## src/rtl/gold_router_vc_if.sv

```systemverilog
// Handshake and flit bundle for the five-port VC mesh router.
// master drives inputs/downstream-ready, slave is the router.
interface gold_router_vc_if #(
   parameter int unsigned PACKET_SIZE = 64
);
   logic                   cwsi, ccwsi, nssi, snsi, pesi;
   logic                   cwri, ccwri, nsri, snri, peri;
   logic [PACKET_SIZE-1:0] cwdi, ccwdi, nsdi, sndi, pedi;
   logic                   cwso, ccwso, nsso, snso, peso;
   logic                   cwro, ccwro, nsro, snro, pero;
   logic [PACKET_SIZE-1:0] cwdo, ccwdo, nsdo, sndo, pedo;

   modport master (
      output cwsi, ccwsi, nssi, snsi, pesi,
      output cwdi, ccwdi, nsdi, sndi, pedi,
      output cwro, ccwro, nsro, snro, pero,
      input  cwri, ccwri, nsri, snri, peri,
      input  cwso, ccwso, nsso, snso, peso,
      input  cwdo, ccwdo, nsdo, sndo, pedo
   );

   modport slave (
      input  cwsi, ccwsi, nssi, snsi, pesi,
      input  cwdi, ccwdi, nsdi, sndi, pedi,
      input  cwro, ccwro, nsro, snro, pero,
      output cwri, ccwri, nsri, snri, peri,
      output cwso, ccwso, nsso, snso, peso,
      output cwdo, ccwdo, nsdo, sndo, pedo
   );
endinterface

```

## src/rtl/gold_router_vc.sv

```systemverilog
// Five-port mesh router with two polarity VCs: per-input/per-VC FIFOs, one output
// register per port per VC and round-robin arbitration per output per VC.
module gold_router_vc #(
   parameter int unsigned PACKET_SIZE = 64,
   parameter int unsigned DEPTH       = 2
) (
   input logic           clk,
   input logic           reset,
   input logic           polarity,
   gold_router_vc_if.slave bus
);
   localparam int          NP = 5;
   localparam int unsigned PS = PACKET_SIZE;
   localparam int unsigned PW = (DEPTH > 1) ? $clog2(DEPTH) : 1;
   localparam int unsigned CW = $clog2(DEPTH + 1);

   localparam logic [2:0] PortCw  = 3'd0;
   localparam logic [2:0] PortCcw = 3'd1;
   localparam logic [2:0] PortNs  = 3'd2;
   localparam logic [2:0] PortSn  = 3'd3;
   localparam logic [2:0] PortPe  = 3'd4;

   logic [NP-1:0] si, ri, so, ro;
   logic [PS-1:0] di   [NP];
   logic [PS-1:0] dout [NP];

   assign si = {bus.pesi, bus.snsi, bus.nssi, bus.ccwsi, bus.cwsi};
   assign ro = {bus.pero, bus.snro, bus.nsro, bus.ccwro, bus.cwro};
   assign di[0] = bus.cwdi;
   assign di[1] = bus.ccwdi;
   assign di[2] = bus.nsdi;
   assign di[3] = bus.sndi;
   assign di[4] = bus.pedi;

   assign bus.cwri  = ri[0];
   assign bus.ccwri = ri[1];
   assign bus.nsri  = ri[2];
   assign bus.snri  = ri[3];
   assign bus.peri  = ri[4];
   assign bus.cwso  = so[0];
   assign bus.ccwso = so[1];
   assign bus.nsso  = so[2];
   assign bus.snso  = so[3];
   assign bus.peso  = so[4];
   assign bus.cwdo  = dout[0];
   assign bus.ccwdo = dout[1];
   assign bus.nsdo  = dout[2];
   assign bus.sndo  = dout[3];
   assign bus.pedo  = dout[4];

   // Link side uses VC ~polarity, switch side uses VC polarity.
   logic vi, vs;
   assign vi = ~polarity;
   assign vs = polarity;

   logic [PS-1:0] mem_q    [NP][2][DEPTH];
   logic [PW-1:0] rd_q     [NP][2];
   logic [PW-1:0] wr_q     [NP][2];
   logic [CW-1:0] cnt_q    [NP][2];
   logic [PS-1:0] odata_q  [NP][2];
   logic [1:0]    ovalid_q [NP];
   logic [2:0]    rr_q     [NP][2];

   logic [NP-1:0] push, req, pop, gnt;
   logic [2:0]    dst  [NP];
   logic [2:0]    win  [NP];
   logic [PS-1:0] head [NP];
   logic [PS-1:0] fwd  [NP];

   function automatic logic [PW-1:0] ptr_inc(input logic [PW-1:0] p);
      return (p == PW'(DEPTH - 1)) ? '0 : p + 1'b1;
   endfunction

   always_comb begin
      for (int x = 0; x < NP; x++) begin
         ri[x]   = !reset && (cnt_q[x][vi] != CW'(DEPTH));
         push[x] = si[x] && ri[x];
         so[x]   = !reset && ovalid_q[x][vi];
         dout[x] = so[x] ? odata_q[x][vi] : '0;
      end
   end

   // Route each head: horizontal hops first, then vertical, then local delivery.
   always_comb begin
      for (int x = 0; x < NP; x++) begin
         head[x] = mem_q[x][vs][rd_q[x][vs]];
         req[x]  = (cnt_q[x][vs] != '0);
         fwd[x]  = head[x];
         if (head[x][PS-9 -: 4] != 4'd0) begin
            dst[x] = head[x][PS-2] ? PortCcw : PortCw;
            fwd[x][PS-9 -: 4] = head[x][PS-9 -: 4] - 4'd1;
         end else if (head[x][PS-13 -: 4] != 4'd0) begin
            dst[x] = head[x][PS-3] ? PortSn : PortNs;
            fwd[x][PS-13 -: 4] = head[x][PS-13 -: 4] - 4'd1;
         end else begin
            dst[x] = PortPe;
         end
      end
   end

   always_comb begin
      logic [3:0] sum;
      logic [2:0] pi;
      gnt = '0;
      pop = '0;
      sum = '0;
      pi  = '0;
      for (int o = 0; o < NP; o++) begin
         win[o] = '0;
         if (!ovalid_q[o][vs]) begin
            for (int k = 0; k < NP; k++) begin
               sum = {1'b0, rr_q[o][vs]} + 4'(k);
               pi  = (sum >= 4'(NP)) ? 3'(sum - 4'(NP)) : sum[2:0];
               if (!gnt[o] && req[pi] && (dst[pi] == 3'(o))) begin
                  gnt[o] = 1'b1;
                  win[o] = pi;
               end
            end
         end
         if (gnt[o]) pop[win[o]] = 1'b1;
      end
   end

   always_ff @(posedge clk) begin
      if (reset) begin
         for (int x = 0; x < NP; x++) begin
            ovalid_q[x] <= '0;
            for (int v = 0; v < 2; v++) begin
               cnt_q[x][v] <= '0;
               rd_q[x][v]  <= '0;
               wr_q[x][v]  <= '0;
               rr_q[x][v]  <= PortCw;
            end
         end
      end else begin
         for (int x = 0; x < NP; x++) begin
            if (push[x]) begin
               wr_q[x][vi]  <= ptr_inc(wr_q[x][vi]);
               cnt_q[x][vi] <= cnt_q[x][vi] + 1'b1;
            end
            if (pop[x]) begin
               rd_q[x][vs]  <= ptr_inc(rd_q[x][vs]);
               cnt_q[x][vs] <= cnt_q[x][vs] - 1'b1;
            end
            if (so[x] && ro[x]) ovalid_q[x][vi] <= 1'b0;
            if (gnt[x]) begin
               ovalid_q[x][vs] <= 1'b1;
               rr_q[x][vs]     <= (win[x] == PortPe) ? PortCw : win[x] + 3'd1;
            end
         end
      end
   end

   // Payload storage needs no reset; occupancy is tracked by counts and valids.
   always_ff @(posedge clk) begin
      for (int x = 0; x < NP; x++) begin
         if (push[x]) mem_q[x][vi][wr_q[x][vi]] <= di[x];
         if (gnt[x])  odata_q[x][vs] <= fwd[win[x]];
      end
   end
endmodule
```

## src/flat_wrapper.sv

```systemverilog
// flat-port wrapper written by rule: the top's interface ports become plain ports
module gold_router_vc_flat 
#(
   parameter int unsigned PACKET_SIZE = 64,
   parameter int unsigned DEPTH       = 2
)
  (clk, reset, polarity, bus_cwsi, bus_ccwsi, bus_nssi, bus_snsi, bus_pesi, bus_cwdi, bus_ccwdi, bus_nsdi, bus_sndi, bus_pedi, bus_cwro, bus_ccwro, bus_nsro, bus_snro, bus_pero, bus_cwri, bus_ccwri, bus_nsri, bus_snri, bus_peri, bus_cwso, bus_ccwso, bus_nsso, bus_snso, bus_peso, bus_cwdo, bus_ccwdo, bus_nsdo, bus_sndo, bus_pedo);
  gold_router_vc_if #(.PACKET_SIZE(PACKET_SIZE)) bus_i ();
  input logic clk;
  input logic reset;
  input logic polarity;
  input wire logic [$bits(bus_i.cwsi)-1:0] bus_cwsi;
  input wire logic [$bits(bus_i.ccwsi)-1:0] bus_ccwsi;
  input wire logic [$bits(bus_i.nssi)-1:0] bus_nssi;
  input wire logic [$bits(bus_i.snsi)-1:0] bus_snsi;
  input wire logic [$bits(bus_i.pesi)-1:0] bus_pesi;
  input wire logic [$bits(bus_i.cwdi)-1:0] bus_cwdi;
  input wire logic [$bits(bus_i.ccwdi)-1:0] bus_ccwdi;
  input wire logic [$bits(bus_i.nsdi)-1:0] bus_nsdi;
  input wire logic [$bits(bus_i.sndi)-1:0] bus_sndi;
  input wire logic [$bits(bus_i.pedi)-1:0] bus_pedi;
  input wire logic [$bits(bus_i.cwro)-1:0] bus_cwro;
  input wire logic [$bits(bus_i.ccwro)-1:0] bus_ccwro;
  input wire logic [$bits(bus_i.nsro)-1:0] bus_nsro;
  input wire logic [$bits(bus_i.snro)-1:0] bus_snro;
  input wire logic [$bits(bus_i.pero)-1:0] bus_pero;
  output wire logic [$bits(bus_i.cwri)-1:0] bus_cwri;
  output wire logic [$bits(bus_i.ccwri)-1:0] bus_ccwri;
  output wire logic [$bits(bus_i.nsri)-1:0] bus_nsri;
  output wire logic [$bits(bus_i.snri)-1:0] bus_snri;
  output wire logic [$bits(bus_i.peri)-1:0] bus_peri;
  output wire logic [$bits(bus_i.cwso)-1:0] bus_cwso;
  output wire logic [$bits(bus_i.ccwso)-1:0] bus_ccwso;
  output wire logic [$bits(bus_i.nsso)-1:0] bus_nsso;
  output wire logic [$bits(bus_i.snso)-1:0] bus_snso;
  output wire logic [$bits(bus_i.peso)-1:0] bus_peso;
  output wire logic [$bits(bus_i.cwdo)-1:0] bus_cwdo;
  output wire logic [$bits(bus_i.ccwdo)-1:0] bus_ccwdo;
  output wire logic [$bits(bus_i.nsdo)-1:0] bus_nsdo;
  output wire logic [$bits(bus_i.sndo)-1:0] bus_sndo;
  output wire logic [$bits(bus_i.pedo)-1:0] bus_pedo;
  assign bus_i.cwsi = bus_cwsi;
  assign bus_i.ccwsi = bus_ccwsi;
  assign bus_i.nssi = bus_nssi;
  assign bus_i.snsi = bus_snsi;
  assign bus_i.pesi = bus_pesi;
  assign bus_i.cwdi = bus_cwdi;
  assign bus_i.ccwdi = bus_ccwdi;
  assign bus_i.nsdi = bus_nsdi;
  assign bus_i.sndi = bus_sndi;
  assign bus_i.pedi = bus_pedi;
  assign bus_i.cwro = bus_cwro;
  assign bus_i.ccwro = bus_ccwro;
  assign bus_i.nsro = bus_nsro;
  assign bus_i.snro = bus_snro;
  assign bus_i.pero = bus_pero;
  assign bus_cwri = bus_i.cwri;
  assign bus_ccwri = bus_i.ccwri;
  assign bus_nsri = bus_i.nsri;
  assign bus_snri = bus_i.snri;
  assign bus_peri = bus_i.peri;
  assign bus_cwso = bus_i.cwso;
  assign bus_ccwso = bus_i.ccwso;
  assign bus_nsso = bus_i.nsso;
  assign bus_snso = bus_i.snso;
  assign bus_peso = bus_i.peso;
  assign bus_cwdo = bus_i.cwdo;
  assign bus_ccwdo = bus_i.ccwdo;
  assign bus_nsdo = bus_i.nsdo;
  assign bus_sndo = bus_i.sndo;
  assign bus_pedo = bus_i.pedo;
  gold_router_vc #(.PACKET_SIZE(PACKET_SIZE), .DEPTH(DEPTH)) u_core (.clk(clk), .reset(reset), .polarity(polarity), .bus(bus_i));
endmodule
```

## config.mk

```make
export PLATFORM = sky130hd
export DESIGN_NAME = gold_router_vc_flat
export DESIGN_NICKNAME = d
export VERILOG_FILES = /design/src/rtl/gold_router_vc_if.sv /design/src/rtl/gold_router_vc.sv /design/src/flat_wrapper.sv
export SDC_FILE = /design/constraint.sdc
export NUM_CORES = 2
export LEC_CHECK = 0
export CORE_MARGIN = 8
export CORE_UTILIZATION = 30
export CTS_CLUSTER_DIAMETER = 150
export DETAILED_ROUTE_END_ITERATION = 8
export SLEW_MARGIN = 15
export SYNTH_ARGS = -nofsm -noshare
export SYNTH_HDL_FRONTEND = slang
export SYNTH_SLANG_ARGS = --single-unit
```

## constraint.sdc

```tcl
create_clock -name clk -period 17.4 [get_ports clk]
set_input_delay 4.35 -clock clk [delete_from_list [all_inputs] [get_ports clk]]
set_output_delay 4.35 -clock clk [all_outputs]
set_load 0.01 [all_outputs]
```

Word level (Yosys, flattened, before mapping)
Memory sizes are Yosys's and may differ from the RTL's.
Index checks and enable logic that the tools add are counted.
{"block": "word_totals", "regBits": 0, "mem_bits_rw": 2000, "in_bits": 333, "output_inout_bits": 330, "elab_cells": 1195, "memories": 7}
{"name": "u_core.mem_q", "words": 5, "width": 256, "read_ports": 5, "rd_clocked_by_memory_dff": 0, "write_ports": 5, "line_no": "gold_router_vc.sv:56", "source": "logic [PS-1:0] mem_q [NP][2][DEPTH];"}
{"name": "u_core.odata_q", "words": 5, "width": 128, "read_ports": 5, "rd_clocked_by_memory_dff": 0, "write_ports": 5, "line_no": "gold_router_vc.sv:60", "source": "logic [PS-1:0] odata_q [NP][2];"}
{"name": "u_core.rr_q", "words": 5, "width": 6, "read_ports": 5, "rd_clocked_by_memory_dff": 0, "write_ports": 5, "line_no": "gold_router_vc.sv:62", "source": "logic [2:0] rr_q [NP][2];"}
{"name": "u_core.cnt_q", "words": 5, "width": 4, "read_ports": 5, "rd_clocked_by_memory_dff": 0, "write_ports": 5, "line_no": "gold_router_vc.sv:59", "source": "logic [CW-1:0] cnt_q [NP][2];"}
{"name": "u_core.ovalid_q", "words": 5, "width": 2, "read_ports": 5, "rd_clocked_by_memory_dff": 0, "write_ports": 5, "line_no": "gold_router_vc.sv:61", "source": "logic [1:0] ovalid_q [NP];"}
{"name": "u_core.rd_q", "words": 5, "width": 2, "read_ports": 5, "rd_clocked_by_memory_dff": 0, "write_ports": 5, "line_no": "gold_router_vc.sv:57", "source": "logic [PW-1:0] rd_q [NP][2];"}
{"name": "+1 memories"}
{"block": "classes", "n_addsub": 80, "magnitude_cmp": 113, "n_eq_ne": 30, "muxes": 688, "n_bitwise": 157, "n_reduce_logical": 120}
{"operator": "64-bit 2-to-1 mux", "n": 51}
{"operator": "128-bit 2-to-1 mux", "n": 25}
{"operator": "256-bit 2-to-1 mux", "n": 5}
{"operator": "64-bit binary-select mux with 3-bit select", "n": 5}
{"operator": "128-bit demux with 1-bit select", "n": 5}
{"operator": "3-bit 2-to-1 mux", "n": 136}
{"operator": "64-bit demux with 1-bit select", "n": 6}
{"operator": "1-bit 2-to-1 mux", "n": 306}
{"operator": "3-bit binary-select mux with 3-bit select", "n": 25}
{"operator": "4-bit greater-or-equal comparator, second input constant", "n": 30}
{"operator": "3-bit by 4-bit less-than comparator with 1-bit output, second input constant", "n": 30}
{"operator": "3-bit inverter with 4-bit output", "n": 30}
{"operator": "1-bit bitwise OR", "n": 110}
{"operator": "2-bit 2-to-1 mux", "n": 52}
{"operator": "4-bit 2-to-1 mux", "n": 25}
{"operator": "4-bit by 3-bit greater-or-equal comparator with 1-bit output, second input constant", "n": 20}
{"operator": "1-bit logical AND", "n": 79}
{"operator": "1-bit binary-select mux with 3-bit select", "n": 25}
{"operator": "3-bit subtractor, second input constant", "n": 25}
{"operator": "3-bit by 2-bit adder with 4-bit output, second input constant", "n": 10}
{"operator": "4-bit nonzero test", "n": 10}
{"operator": "4-bit by 1-bit subtractor with 4-bit output, second input constant", "n": 10}
{"operator": "3-bit by 2-bit == test with 1-bit output, second input constant", "n": 10}
{"operator": "3-bit == test, second input constant", "n": 10}
{"operator": "26 further kinds", "n": 148}

Logic depth before layout (Yosys ltp)
{"block": "depth", "depth_word": 55, "ltp_mapped": 33, "mapped_depth_nobuf": 19}

Least setup slack after synthesis
No wires, ideal clock.
{"block": "synth_timing", "path_type": "input-to-reg", "startpoint": "input port polarity", "endpoint": "memory u_core.rr_q[0][27] (netlist name) (enable)", "setup_ps": 320, "arrival_ps": 14887, "t_required_ps": 17080, "setup_slack_ps": 2194, "stages": 26, "n_path_buf": 14, "path_cell_list": "buf_6 -> buf_6 -> buf_6 -> buf_6 -> buf_4 -> buf_4 -> clkbuf_1 -> clkbuf_1 -> buf_2 -> clkbuf_1 -> buf_2 -> buf_2 -> buf_2 -> buf_1 -> mux2i_1 -> ha_1 -> nor2b_1 -> o41a_1 -> nor3b_1 -> a311oi_1 -> or4_4 -> nand2_2 -> nor3_4 -> nand3_1 -> nor3b_1 -> or2_2"}
{"element": "start, declared", "line_no": "flat_wrapper.sv:11", "source": "input logic polarity;"}
{"element": "end, declared", "line_no": "gold_router_vc.sv:62"}

Worst setup path after layout
{"block": "layout_timing", "startpoint": "input port polarity", "endpoint": "output port bus_sndo[30]"}
{"block": "layout_between", "elab_chain_len": 6, "word_cells_on_any_way": 9, "cone_classes": "mux (6); bitwise (2); reduce/logical (1)"}
{"element": "1-bit inverter", "line_no": "gold_router_vc.sv:53", "source": "assign vi = ~polarity;"}
{"element": "1-bit inverter with 2-bit output (not written as such)", "line_no": "gold_router_vc.sv:79", "source": "dout[x] = so[x] ? odata_q[x][vi] : '0;"}
{"element": "64-bit 2-to-1 mux (not written as such) (3 in a row)", "line_no": "gold_router_vc.sv:79"}
{"element": "64-bit 2-to-1 mux *", "line_no": "gold_router_vc.sv:79"}
{"element": "end, declared", "line_no": "flat_wrapper.sv:40", "source": "output wire logic [$bits(bus_i.sndo)-1:0] bus_sndo;"}
Every way passes the cells marked *; elsewhere a longest branch is shown, timed or not. The select of a mux whose other input is x is not followed.

==> out/results.tsv <==
stage	metric	value	unit
placement	dp_slack	4.85	ns
floorplanning	rows	207	
clock_network	hold_buffers	0	
detailed_routing	antenna_left	0	
timing	fmax	77.7	MHz
grt	grt_pass1_wl	529000	um
detailed_routing	drtIter0Drc	8560	
logic_synthesis	synth-seq-cells	2000	
finish	syn_to_final_growth	19.5	%
setup_path	worst-path-buf-inv	5	
timing	fin_crit_sh	0.740	
floorplanning	design.die.area	0.337	sq mm
placement	io_buffer_count	662	
grt	grt.overflow.total	0	
pwr	p_per_area	214	mW/mm^2
logic_synthesis	synth_edf_count	1998	
timing	min_period	12.87	ns
logic_synthesis	synth.avg_cell_area	13.4	sq um
detailed_routing	drtPass1Iterations	6	
clock_network	post_cts_buffers	0	
floorplanning	core	0.317	sq mm
setup_path	crit_required	13.05	ns
timing	slew_violations	0	
setup_path	cp-start-kind	primary input	
logic_synthesis	yosys.area.top_type	edfxtp_1	
timing	finalHoldViolations	0	
clock_network	clock_latency	0.89	ns
clock_network	cts_resized	0	
timing	tightest_slew	1.40	ns
timing	rsz0062_at_grt	no	
logic_synthesis	synth.net_count	7538	
logic_synthesis	yosys_warnings	0	
hold_path	hp-start	u_core.ovalid_q[4][0]	
setup_path	cp_slowest_cell	buf_4	
detailed_routing	num_vias	67500	
detailed_routing	drc	0	
finish	drive_above_1_share	0.122	
pwr	leakage	39.8	nW
pwr	ir_drop	506	uV
detailed_routing	avgViaCountPerCell	5.59	
logic_synthesis	synth-async-reset-ratio	0	
placement	gp_congestion	0.922	
floorplanning	initial_core_util	0.301	
setup_path	path_common_cell	buf_4	
detailed_routing	wl	392000	um
timing	fin_tns_setup	0	ns
placement	dp_hpwl	270000	um
setup_path	max_stage_delay	0.72	ns
clock_network	path_clk_slew	0.06	ns
setup_path	cp_max_fo	127	
clock_network	cts_tree	built	
clock_network	clock_path_buffers	4	
setup_path	crit_path_start	polarity	
grt	grt.total_usage	0.221	
grt	grt_max_degree	143	
timing	layout_setup_ws	4.53	ns
timing	setup_violations	0	
clock_network	cts_buffers	218	
timing	maxSlewHeadroom	0.0579	
setup_path	path_cells	buf_8, buf_4, buf_4, buf_12, mux2i_1, nor2_1, clkdlybuf4s50_1	
logic_synthesis	ys_top_cells_by_area	edfxtp_1 63%, mux2i_1 11%, mux2_2 3.9%	
flow_run	maxCapViolCount	0	
timing	whs	0.568	ns
floorplanning	die-height	580	um
setup_path	cp_top_family	buffers and inverters	
floorplanning	io_pins	663	
setup_path	ff2ff_setup_slack	9.03	ns
logic_synthesis	synthCells	7129	
finish	nets	8085	
setup_path	arrival	8.52	ns
logic_synthesis	ys_types	119	
logic_synthesis	yosysSeqAreaShare	0.629	
floorplanning	dieWidth	580	um
grt	grt_pass1_vias	64300	
logic_synthesis	syn_area	0.0955	sq mm
logic_synthesis	yosys.area.top_type_share	0.628	
clock_network	h-tree-depth	4	
setup_path	end_kind	output pin	
hold_path	hold_class	flip-flop to flip-flop	
setup_path	r2r_start	u_core.rd_q[0][0]	
logic_synthesis	ys.flop_type	edfxtp_1	
detailed_routing	drt-wirelength-per-cell	32.5	um
setup_path	critPathKind	primary input to output pin	
timing	fin_worst_skew	0.0811	ns
clock_network	clock_sinks	2000	
run_status	status	finished, final reports clean	
clock_network	cts-root-buf	clkbuf_16	
grt	antenna_found_initial	177	
[registers in the layout (all words and copies together), names as in the netlist]
name             flops
u_core.mem_q      1280
u_core.odata_q     640
u_core.rr_q         30
u_core.cnt_q        20
u_core.ovalid_q     10
u_core.rd_q         10
u_core.wr_q         10
[cells by family after synthesis]
family | share of synthesized area
flops | 0.629
simple gates | 0.0803
buf+inv | 0.0254
fa+ha+maj | 0.00996
mux | 0.153
xor+xnor | 0.00312
compound gates | 0.0995
[layer usage]
metal,vias up,share of wire,GRT usage
li1,28700,-,-
met1,33700,0.38,0.272
met2,4112,0.46,0.355
met3,929,0.11,0.0673
met4,100,0.053,0.103
met5,-,0.0017,0
[cells in the final DEF (no fill, tap or decap), types with 16 or more instances in the layout]
master | Yosys | routed
nand3_1 | 68 | 68
o32ai_1 | 16 | 16
nor2b_1 | 132 | 132
ha_1 | 76 | 76
a211oi_1 | 144 | 144
nand2_1 | 264 | 262
clkinv_2 | 1 | 38
o22ai_1 | 21 | 21
nand2b_1 | 89 | 89
buf_4 | 28 | 137
clkinv_1 | 2 | 43
nor3_1 | 77 | 73
bufinv_16 | 0 | 35
a21oi_1 | 339 | 325
and2_1 | 26 | 23
edfxtp_1 | 1998 | 1998
nor2_4 | 1 | 22
mux2i_1 | 1056 | 1056
o221ai_1 | 249 | 249
diode_2 | 0 | 50
a21o_1 | 19 | 18
mux2_2 | 334 | 334
clkdlybuf4s50_1 | 0 | 661
or3_1 | 27 | 27
o21ai_0 | 289 | 288
inv_1 | 73 | 68
a31o_2 | 17 | 17
nor2_1 | 845 | 825
a22oi_1 | 60 | 60
o211ai_1 | 53 | 53
xnor2_1 | 30 | 30
clkbuf_1 | 292 | 35
clkbuf_16 | 0 | 218
[final cells by class]
cell class	instances	area (sq um)
inverter	86	364
tap	4180	5230
fill	30200	203000
multi-input combinational	4565	33400
antenna	50	125
timing repair buffer	805	7780
clock inverter	134	1600
clock buffer	253	5590
sequential	2000	60000
[Yosys cell counts, types with 28 or more instances]
library cell,number
edfxtp_1,1998
mux2i_1,1056
nor2_1,845
a21oi_1,339
mux2_2,334
clkbuf_1,292
o21ai_0,289
nand2_1,264
o221ai_1,249
a211oi_1,144
nor2b_1,132
buf_2,103
nand2b_1,89
nor3_1,77
ha_1,76
inv_1,73
nand3_1,68
a22oi_1,60
o211ai_1,53
buf_1,46
xnor2_1,30
buf_4,28
[through the flow]
step                      utilization  total power, W  cell area (sq um)  cells
after CTS                       0.359          0.0242             114000  12000
final                           0.360          0.0244             114000  12100
after detailed placement        0.337          0.0194             107000  11600
after global placement          0.337          0.0192             107000  11600
after floorplan                     -          0.0144              95500   7129
after global routing            0.359          0.0250             114000  12000
[path summary, 6_finish.rpt]
check                                to  cells past startpoint
setup / recovery           bus_sndo[30]                      7
setup reg to reg     u_core.rr_q[0][14]                     19
hold / removal    u_core.ovalid_q[4][0]                      2
hold reg to reg   u_core.ovalid_q[4][0]                      2
[worst reg2reg max path: stages (launching register included)]
cell	delay [ns]
edfxtp_1	0.99
buf_12	0.48
mux2i_1	0.28
nor2_1	0.07
a21oi_1	0.41
ha_1	0.28
o311ai_0	0.18
buf_4	0.22
o21ai_1	0.68
nor3_1	0.16
o41ai_1	0.82
nand4bb_1	0.36
or3_1	0.41
a311oi_2	0.55
clkinv_2	0.86
buf_4	0.66
ha_1	0.42
nor2_1	0.16
mux2i_1	0.13
nor2_1	0.14
[where the power goes]
group / switching (W) / internal, W / total [W]
combinational: 0.00875 / 0.00346 / 0.0122
sequential: 0.000249 / 0.00718 / 0.00743
clock: 0.00194 / 0.00281 / 0.00474
total: 0.0109 / 0.0135 / 0.0244
Power figures use the tool's default switching activity.
